File: src/rtl/egg_timer_ctrl.sv
// Egg-timer controller: key edge detection, set/run/pause mode FSM, 1 s tick
// prescaler, countdown datapath and bounded alarm flash with display blanking.
module egg_timer_ctrl #(
    parameter int TICK_DIV    = 50000000,
    parameter int MIN_W       = 7,
    parameter int MIN_MAX     = 99,
    parameter int FLASH_HALF  = 25000000,
    parameter int FLASH_COUNT = 10
) (
    input  logic             clk,
    input  logic             reset,
    input  logic [3:0]       key,
    output logic [2:0]       state,
    output logic [MIN_W-1:0] min_val,
    output logic [5:0]       sec_val,
    output logic             alarm,
    output logic             blank
);
    localparam int PW = (TICK_DIV > 2) ? $clog2(TICK_DIV) : 1;
    localparam int FW = (FLASH_HALF > 1) ? $clog2(FLASH_HALF) : 1;
    localparam int CW = (FLASH_COUNT > 0) ? $clog2(FLASH_COUNT + 1) : 1;
    localparam logic [PW-1:0]    PT = PW'(TICK_DIV - 1);
    localparam logic [FW-1:0]    HT = FW'(FLASH_HALF - 1);
    localparam logic [CW-1:0]    FC = CW'(FLASH_COUNT);
    localparam logic [MIN_W-1:0] MM = MIN_W'(MIN_MAX);

    typedef enum logic [2:0] {
        SET_SEC   = 3'd0,
        SET_MIN   = 3'd1,
        RUN       = 3'd2,
        READY     = 3'd3,
        FLASH_ON  = 3'd5,
        FLASH_OFF = 3'd6,
        PAUSE     = 3'd7
    } st_t;

    st_t             st, st_n;
    logic [MIN_W-1:0] min_n;
    logic [5:0]      sec_n;
    logic [PW-1:0]   pr, pr_n;
    logic [FW-1:0]   hc, hc_n;
    logic [CW-1:0]   pc, pc_n;
    // key[0] is level-sensitive, so only the edge-triggered keys keep history
    logic [3:1]      key_q;
    logic            ev_set, ev_start, ev_inc, ack, tick, expire;

    assign ev_set   = key[1] & ~key_q[1];
    assign ev_start = key[2] & ~key_q[2];
    assign ev_inc   = key[3] & ~key_q[3];
    assign ack      = ev_set | ev_start | ev_inc;
    assign tick     = (st == RUN) && (pr == PT);
    // time reaches 00:00 after this tick's decrement
    assign expire   = (min_val == '0) && (sec_val <= 6'd1);
    assign state    = st;

    always_comb begin
        st_n  = st;
        min_n = min_val;
        sec_n = sec_val;
        pr_n  = pr;
        hc_n  = hc;
        pc_n  = pc;
        if (key[0]) begin
            st_n = SET_SEC; min_n = '0; sec_n = '0; pr_n = '0; hc_n = '0; pc_n = '0;
        end else begin
            case (st)
                SET_SEC: begin
                    if (ev_set)      st_n  = SET_MIN;
                    else if (ev_inc) sec_n = (sec_val == 6'd59) ? 6'd0 : sec_val + 6'd1;
                end
                SET_MIN: begin
                    if (ev_set)      st_n  = (min_val != '0 || sec_val != '0) ? READY : SET_SEC;
                    else if (ev_inc) min_n = (min_val == MM) ? '0 : min_val + MIN_W'(1);
                end
                READY: begin
                    if (ev_start) begin st_n = RUN; pr_n = '0; end
                    else if (ev_set) st_n = SET_SEC;
                end
                RUN: begin
                    if (tick) begin
                        pr_n = '0;
                        if (sec_val != '0) sec_n = sec_val - 6'd1;
                        else if (min_val != '0) begin
                            min_n = min_val - MIN_W'(1);
                            sec_n = 6'd59;
                        end
                        if (expire) begin st_n = FLASH_ON; hc_n = '0; pc_n = '0; end
                        else if (ev_start) st_n = PAUSE;
                    end else if (ev_start) st_n = PAUSE;
                    else pr_n = pr + PW'(1);
                end
                PAUSE: begin
                    if (ev_start)    st_n = RUN;
                    else if (ev_set) begin st_n = READY; pr_n = '0; end
                end
                FLASH_ON: begin
                    if (ack) begin
                        st_n = SET_SEC; min_n = '0; sec_n = '0; hc_n = '0; pc_n = '0;
                    end else if (hc == HT) begin
                        hc_n = '0; st_n = FLASH_OFF;
                    end else hc_n = hc + FW'(1);
                end
                FLASH_OFF: begin
                    if (ack) begin
                        st_n = SET_SEC; min_n = '0; sec_n = '0; hc_n = '0; pc_n = '0;
                    end else if (hc == HT) begin
                        hc_n = '0;
                        if (FLASH_COUNT > 0 && pc + CW'(1) == FC) begin
                            st_n = SET_SEC; min_n = '0; sec_n = '0; pc_n = '0;
                        end else begin
                            st_n = FLASH_ON; pc_n = pc + CW'(1);
                        end
                    end else hc_n = hc + FW'(1);
                end
                default: begin
                    st_n = SET_SEC; min_n = '0; sec_n = '0; pr_n = '0; hc_n = '0; pc_n = '0;
                end
            endcase
        end
    end

    always_ff @(posedge clk or posedge reset) begin
        if (reset) begin
            st      <= SET_SEC;
            min_val <= '0;
            sec_val <= '0;
            pr      <= '0;
            hc      <= '0;
            pc      <= '0;
            key_q   <= 3'b111;
            alarm   <= 1'b0;
            blank   <= 1'b0;
        end else begin
            st      <= st_n;
            min_val <= min_n;
            sec_val <= sec_n;
            pr      <= pr_n;
            hc      <= hc_n;
            pc      <= pc_n;
            key_q   <= key[3:1];
            alarm   <= (st_n == FLASH_ON) || (st_n == FLASH_OFF);
            blank   <= (st_n == FLASH_OFF);
        end
    end
endmodule

File: config.mk
export PLATFORM = sky130hd
export DESIGN_NAME = egg_timer_ctrl
export DESIGN_NICKNAME = d
export VERILOG_FILES = /design/src/rtl/egg_timer_ctrl.sv
export SDC_FILE = /design/constraint.sdc
export NUM_CORES = 1
export LEC_CHECK = 0
export CORE_MARGIN = 4
export CORE_UTILIZATION = 51
export DETAILED_ROUTE_END_ITERATION = 6
export PLACE_DENSITY = 0.69
export SLEW_MARGIN = 0
export SYNTH_ARGS = -nofsm -noshare
export SYNTH_HDL_FRONTEND = slang
export SYNTH_SLANG_ARGS = --single-unit
File: constraint.sdc
create_clock -name clk -period 2.96 [get_ports clk]
set_clock_uncertainty 0.1 [all_clocks]
set_input_delay 0.296 -clock clk [delete_from_list [all_inputs] [get_ports clk]]
set_output_delay 0.296 -clock clk [all_outputs]
set_load 0.01 [all_outputs]
* After elaboration in Yosys (flattened, before gate mapping) *
Cells that the tools add are included.

word-level totals
  bits in registers = 76
  input bits = 6
  output and inout bits = 18
  word-level logic and storage cells = 138

cells by class
  add/subtract/negate cells = 7
  order comparisons = 1
  reductions and logical operators = 18
  bitwise logic cells = 8
  equal/unequal tests = 33
  muxes and demuxes = 62

operators with widths
  operator                 count
  $mux W26                 6
  $mux W25                 5
  $pmux W26 S4             1
  $mux W7                  11
  $pmux W25 S3             1
  $mux W6                  11
  $mux W3                  15
  $pmux W7 S5              1
  $ne A3 B3 Y1 const B     11
  $pmux W6 S5              1
  $mux W4                  7
  $add A26 B1 Y26 const B  1
  $eq A26 B26 Y1 const B   1
  $add A25 B1 Y25 const B  1
  $eq A25 B25 Y1 const B   1
  $pmux W3 S7              1
  $pmux W4 S4              1
  $eq A3 B3 Y1 const B     5
  $ne A4 B4 Y1 const B     3
  $reduce_and A5 Y1        2
  $reduce_and A9 Y1        1
  $ne A2 B1 Y1 const B     4
  $reduce_and A8 Y1        1
  $reduce_or A4 Y1         2
  other kinds (26)         35

* Logic depth before layout (Yosys ltp) *
Gate-level depths: netlist (run 1).

  depth after elaboration = 9
  depth in mapped cells = 11
  depth with buffers taken out = 9

* Worst setup path after synthesis (run 1) *
Ideal clock, no wire load.

  path type = flip-flop to flip-flop
  start point = register key_q[1] (netlist bit)
  end point = register pc[3]
  setup slack = 0.615 ns
  setup time = 0.066 ns
  path buffers = 1
  stages on the path, launching flop included = 8
  data arrival time = 2.179 ns
  cells stage by stage = dfstp_2 > nand2b_2 > buf_6 > nand4_4 > or3_1 > or3_1 > or4_1 > nand2_1

on the way
  longest elaborated chain between the ends = 7
  elaborated cells on any way between the ends = 10
  classes of those cells = 2 x eq/ne; 3 x mux; 4 x bitwise; 1 x reduce/logical

RTL lines
  what                            line  source
  start: declaration              44    logic [3:1] key_q;
  start signal: assignment        140   key_q <= key[3:1];
  $not A1 Y1 (*)                  47    assign ev_set = key[1] & ~key_q[1];
  $and A1 B1 Y1 (*)               47
  $or A1 B1 Y1 (*) (2 in series)  50    assign ack = ev_set | ev_start | ev_inc;
  $mux W4                         104   if (ack) begin
  $pmux W4 S4                     66    case (st)
  $mux W4                         63    if (key[0]) begin
  end signal: assignment          139   pc <= pc_n;
  end: declaration                42    logic [CW-1:0] pc, pc_n;

Every way passes the cells marked *; elsewhere a longest branch is shown, timed or not.
A chain may end at the register's enable or synchronous reset.

* Final worst setup path (run 1) *
  start point = register hc[0]
  end point = register min_val[5]

on the way
  longest elaborated chain between the ends = 3

RTL lines
  what                                line  source
  start: declaration                  41    logic [FW-1:0] hc, hc_n;
  start signal: assignment            138   hc <= hc_n;
  $eq A25 B25 Y1                      106   end else if (hc == HT) begin
  $ne A4 B4 Y1 (no source line)       n/a
  $reduce_and A9 Y1 (no source line)  n/a
  end signal: assignment              135   min_val <= min_n;
  end: declaration                    14    output logic [MIN_W-1:0] min_val,

Every way passes these cells.

==> out/qor.txt, run 1 <==
Setup TNS = 0 ns
Post-CTS Hold Buffers = 0
CP Max Fanout = 10
Unique cell type count in the Yosys netlist = 74
Worst-path clk slew = 0.08 ns
Starting density of the core = 53.0%
Die Ht = 106 um
Fin Hold WS = 0.322 ns
Critical path type = flip-flop to flip-flop
Final wirelength = 11500 um
Max Clk Rate = 363 MHz
Share of the synthesized area in the top cell type = 37.0%
Area growth syn-to-layout = 12.4%
Slew margin rel. = 45.9%
Core area = 9330 um^2
Post-route ant nets = 0
DIE WIDTH = 106 um
CP startpoint = hc[0]
Synth cell count leaders = dfrtp_1, nor2_1, o21ai_0
RSZ-0062 raised after global routing = no
CP Capture Type = flip-flop
TritonCTS clock tree = done
Routed wire per std cell = 15.5 um
Asr flop ratio synth = 100%
Endpoints failing hold = 0
Leakage = 0.00232 uW
DP Wirelength = 8150 um
Required time of the critical path = 3.10 ns
Max_cap viols = 0
Max-slew violation count = 0
CTS root buffer = clkbuf_8
TritonRoute pass-1 iters = 5
Post-CTS setup buffers = 0
# IOs = 24
Largest net degree at the start of global routing = 39
# resized after CTS = 0
R2R Path End = min_val[5]
Via Count = 4383
Worst setup slack after layout = 0.201 ns
Row count = 35
FF-to-FF path depth = 8
Worst R2R Setup Slack = 0.20 ns
Clock Path Buffers = 2
GRT overflow = 0
# DRC = 0
# H-tree levels = 3
All-Layer GR Usage = 21.3%
Initial antenna violation count = 0
Status = complete, no violations
Hold Crit Class = primary input to async pin
Period utilization = 93.2%
Synth Warn # = 0
Worst-margin pin slew = 0.810 ns
Cell taking the most area after synthesis = dfrtp_1
Worst flop-to-flop path startpoint = hc[0]
Gp weighted congestion = 0.900
Max IR drop VDD = 212 uV
Avg Cell Area, Syn = 8.52 um^2
Worst EP arrival = 2.90 ns
Post-synth EDFFs = 0
Syn nets = 597
Gate Count Post-Synth = 580
Port-buffer cells = 23
Vias per inst = 5.91
Total CTS buffers = 9
Die Footprint = 11300 um^2
CTS sink cnt = 76
Final setup vio count = 0
Share of layout cells above drive strength 1 = 10.4%
#FFs+latches synth = 76
Worst setup SP type = flip-flop
Drt initial violations = 264
Clock Latency Late Sink = 0.35 ns
Post-Syn Area = 4940 um^2
First-pass GRT wire length = 20000 um
Antenna diodes = 0
Top-count cell post-synth = dfrtp_1
Nets@finish = 626
Vias in the first global route = 4150
DP Worst Slack = 0.224 ns
Top post-synthesis cells by area = dfrtp_1, o21ai_0, nor2_1
Seq/Total Area, Yosys = 38.6%
Post-layout min period = 2.76 ns
Main flop type after synthesis = dfrtp_1
Pwr Density = 402 nW/um^2
[kinds of logic (layout without fill, tap and decap cells)]
logic type               count (synthesis)  in the layout  synth area share [%]
AND/OR/NAND/NOR                        264            264                  28.9
XOR/XNOR                                34             34                  6.03
AO/OA/AOI/OAI                          143            143                  18.5
multiplexers                             2              2                 0.456
adder cells (fa/ha/maj)                 11             11                  2.79
flip-flops                              76             76                  38.6
buffers and inverters                   50             83                  4.81
[metrics by stage]
step / utilization, % / total power (uW) / cells / cell area [um^2]
2_1_floorplan: - / 1400 / 580 / 4940
3_3_place_gp: 57.6 / 1530 / 727 / 5380
3_5_place_dp: 57.6 / 1540 / 727 / 5380
4_1_cts: 59.4 / 2250 / 742 / 5540
5_1_grt: 59.5 / 2350 / 742 / 5550
6_report: 59.5 / 2230 / 742 / 5550
[power breakdown]
group          internal [uW]  switching (uW)  leakage, uW
Sequential              1060            25.9      0.00105
Clock                    322             390    0.0000852
Combinational            171             262      0.00119
Total                   1550             678      0.00232
[placed cells by master (no fill, tap or decap), types with 7 or more instances in the layout]
master and count:
a21oi_1 25, and2_1 11, and3_1 16, and4_1 10, buf_4 26, clkbuf_8 10, clkdlybuf4s50_1 23, dfrtp_1 73
ha_1 11, inv_1 17, nand2_1 53, nand3_1 30, nand4_1 21, nor2_1 71, nor3_1 10, o21ai_0 62
o31ai_1 7, xor2_1 28
[worst max-delay path by stage]
stage | endpoint | depth (start not counted)
after floorplan | pc[3] | 7
after global placement | pc[3] | 7
after detailed placement | min_val[5] | 7
after CTS | min_val[5] | 7
after global routing | min_val[0] | 9
final | min_val[5] | 8
[registers in the layout (all words and copies together), names as in the netlist]
| name | count |
|---|---|
| pr | 26 |
| hc | 25 |
| min_val | 7 |
| sec_val | 6 |
| pc | 4 |
| key_q | 3 |
| state | 3 |
| alarm | 1 |
| blank | 1 |
[routing by layer]
metal | track usage (%) | vias up | routed length [um]
met5 | 0 | - | 0
met3 | 3.83 | 11 | 472
li1 | - | 2154 | -
met4 | 5.84 | 0 | 121
met2 | 33.8 | 104 | 5390
met1 | 30.1 | 2114 | 5500
[layout make-up]
class                           instances  area (um^2)
Inverter                               18         67.6
Multi-Input combinational cell        454         2800
Fill cell                             876         3780
Clock buffer                           11          141
Tap cell                              129          161
Clock inverter                          4         26.3
Sequential cell                        76         1910
Timing Repair Buffer                   50          445
[critical path, stage by stage, from the launching register on]
cell and delay (ns):
dfrtp_1 0.41, ha_1 0.24, nand3_2 0.12, nor4_2 0.47
o211ai_1 0.23, a211oi_1 0.37, o31a_1 0.39, o31ai_1 0.13
a22o_1 0.19
Note: power is estimated with default switching activity, not from simulation.
==> run 2, diff against run 1 <==
--- a/config.mk
+++ b/config.mk
@@ -5,9 +5,11 @@
 export SDC_FILE = /design/constraint.sdc
 export NUM_CORES = 1
 export LEC_CHECK = 0
+export CORE_ASPECT_RATIO = 1.75
 export CORE_MARGIN = 4
 export CORE_UTILIZATION = 51
 export DETAILED_ROUTE_END_ITERATION = 6
+export MAX_ROUTING_LAYER = met4
 export PLACE_DENSITY = 0.69
 export SLEW_MARGIN = 0
 export SYNTH_ARGS = -nofsm -noshare
==> run 2 against run 1 <==
  * Critical path depth unchanged
  * Worst setup slack better by 0.081 ns
  * Sequential share of layout area down 0.82 points
  * Maximum frequency up 3.0%
  * Sequential cell count unchanged
  * Final area up 2.5%
==> out/qor.txt, run 2 (synthesis results as in run 1) <==
CTS root buffer = clkbuf_16 (was clkbuf_8)
Clock Path Buffers = 2 (unchanged)
TritonCTS clock tree = done (unchanged)
Final setup vio count = 0 (unchanged)
Port-buffer cells = 23 (unchanged)
Status = complete, no violations (unchanged)
Post-CTS Hold Buffers = 0 (unchanged)
Drt initial violations = 238 (was 264)
Top register by number of flip-flops = pr (unchanged)
M1 GR Usage = 25.2% (was 30.1%)
Max-slew violation count = 0 (unchanged)
Antenna diodes = 0 (unchanged)
Global Route met3 Usage = 3.06% (was 3.83%)
Die Ht = 138 um (was 106 um)
Total CTS buffers = 9 (unchanged)
Max_cap viols = 0 (unchanged)
DP Worst Slack = 0.266 ns (was 0.224 ns)
Busiest layer in global routing = met2 (unchanged)
Max Clk Rate = 373 MHz (was 363 MHz)
Placement Cell Area = 5370 um^2 (was 5380 um^2)
Setup TNS = 0 ns (unchanged)
CP startpoint = pc[0] (was hc[0])
Fin area = 5690 um^2 (was 5550 um^2)
Worst flop-to-flop path startpoint = pc[0] (was hc[0])
Nets@finish = 626 (unchanged)
Fin Hold WS = 0.267 ns (was 0.322 ns)
CTS sink cnt = 76 (unchanged)
All-Layer GR Usage = 23.0% (was 21.3%)
DP Wirelength = 8730 um (was 8150 um)
Max IR drop VDD = 470 uV (was 212 uV)
Period utilization = 90.5% (was 93.2%)
DIE WIDTH = 82.4 um (was 106 um)
Met2 usage = 39.3% (was 33.8%)
RSZ-0062 raised after global routing = no (unchanged)
Worst EP arrival = 2.83 ns (was 2.90 ns)
CP Max Fanout = 8 (was 10)
# IOs = 24 (unchanged)
Worst setup slack after layout = 0.282 ns (was 0.201 ns)
Die Footprint = 11400 um^2 (was 11300 um^2)
Share of layout cells above drive strength 1 = 10.3% (was 10.4%)
Row count = 47 (was 35)
Final wirelength = 12000 um (was 11500 um)
Multi-input logic area = 2800 um^2 (about the same)
Core area = 9470 um^2 (was 9330 um^2)
Endpoints failing hold = 0 (unchanged)
Vias in the first global route = 4385 (was 4150)
Largest net degree at the start of global routing = 46 (was 39)
Max reg flops = 26 (unchanged)
# DRC = 0 (unchanged)
Slew margin rel. = 61.6% (was 45.9%)
Fillcell total = 855 (was 876)
Worst-margin pin slew = 0.570 ns (was 0.810 ns)
Required time of the critical path = 3.11 ns (was 3.10 ns)
Area growth syn-to-layout = 15.1% (was 12.4%)
Gp weighted congestion = 0.965 (was 0.900)
Post-route ant nets = 0 (unchanged)
First-pass GRT wire length = 20300 um (was 20000 um)
Hold Crit Class = primary input to async pin (unchanged)
CP Capture Type = flip-flop (unchanged)
Final core occ = 60.1% (was 59.5%)
Worst setup SP type = flip-flop (unchanged)
Commonest non-fill, non-tap cell in the layout = dfrtp_1 (unchanged)
Largest regs = pr (26), hc (25), min_val (7) (unchanged)
Starting density of the core = 52.2% (was 53.0%)
Routed wire per std cell = 16.3 um (was 15.5 um)
Initial antenna violation count = 0 (unchanged)
# resized after CTS = 0 (unchanged)
Worst-path clk slew = 0.06 ns (was 0.08 ns)
GRT overflow = 0 (unchanged)
TritonRoute pass-1 iters = 4 (was 5)
# H-tree levels = 3 (unchanged)
Pwr Density = 476 nW/um^2 (was 402 nW/um^2)
Post-layout min period = 2.68 ns (was 2.76 ns)
Most frequent cells in the layout = dfrtp_1, nor2_1, o21ai_0 (unchanged)
Vias per inst = 6.04 (was 5.91)
Critical path type = flip-flop to flip-flop (unchanged)
Via Count = 4443 (was 4383)
Sequential cell area = 1910 um^2 (unchanged)
Leakage = 0.00239 uW (was 0.00232 uW)
Post-CTS setup buffers = 0 (unchanged)
Clock Latency Late Sink = 0.34 ns (was 0.35 ns)
run 2: path summary, 6_finish.rpt:
check / endpoint / slack [ns] / depth (start not counted)
hold reg to reg: hc[14] / 0.44 / 2
setup reg to reg: min_val[2] / 0.28 / 8
setup / recovery: min_val[2] / 0.28 / 8
hold / removal: pr[7] / 0.27 / 3
max in group asynchronous: pc[0] / 2.03 / 3
min in group clk: key_q[3] / 0.30 / 1
run 2: area by class of cell:
type | instances | share of cell area [%]
Multi-Input combinational cell | 454 | 49.2
Sequential cell | 76 | 33.5
Timing Repair Buffer | 50 | 7.83
Clock buffer | 12 | 4.33
Tap cell | 122 | 2.68
Clock inverter | 4 | 1.28
Inverter | 18 | 1.19
run 2: routing by layer:
layer,up-vias,part of all wire (%)
li1,2158,-
met1,2148,40
met2,97,54
met3,40,2.4
met4,0,3.7
met5,-,0
run 2: metrics by stage:
stage | total power [uW] | instances
2_1_floorplan | 1400 | 580
3_3_place_gp | 1540 | 720
3_5_place_dp | 1550 | 720
4_1_cts | 2730 | 736
5_1_grt | 2830 | 736
6_report | 2700 | 736
run 2: where the power goes:
group / total [uW] / internal [uW] / switching [uW]
Sequential: 1100 / 1060 / 35.6
Combinational: 435 / 175 / 261
Clock: 1170 / 760 / 412
run 2: worst max-delay path: stages, from the launching register on:
cell and delay [ns]:
dfrtp_1 0.45, ha_1 0.28, nor4bb_1 0.45, o211ai_1 0.23
a211oi_1 0.38, o31a_1 0.32, buf_4 0.19, nand4_1 0.08
o21ai_0 0.11
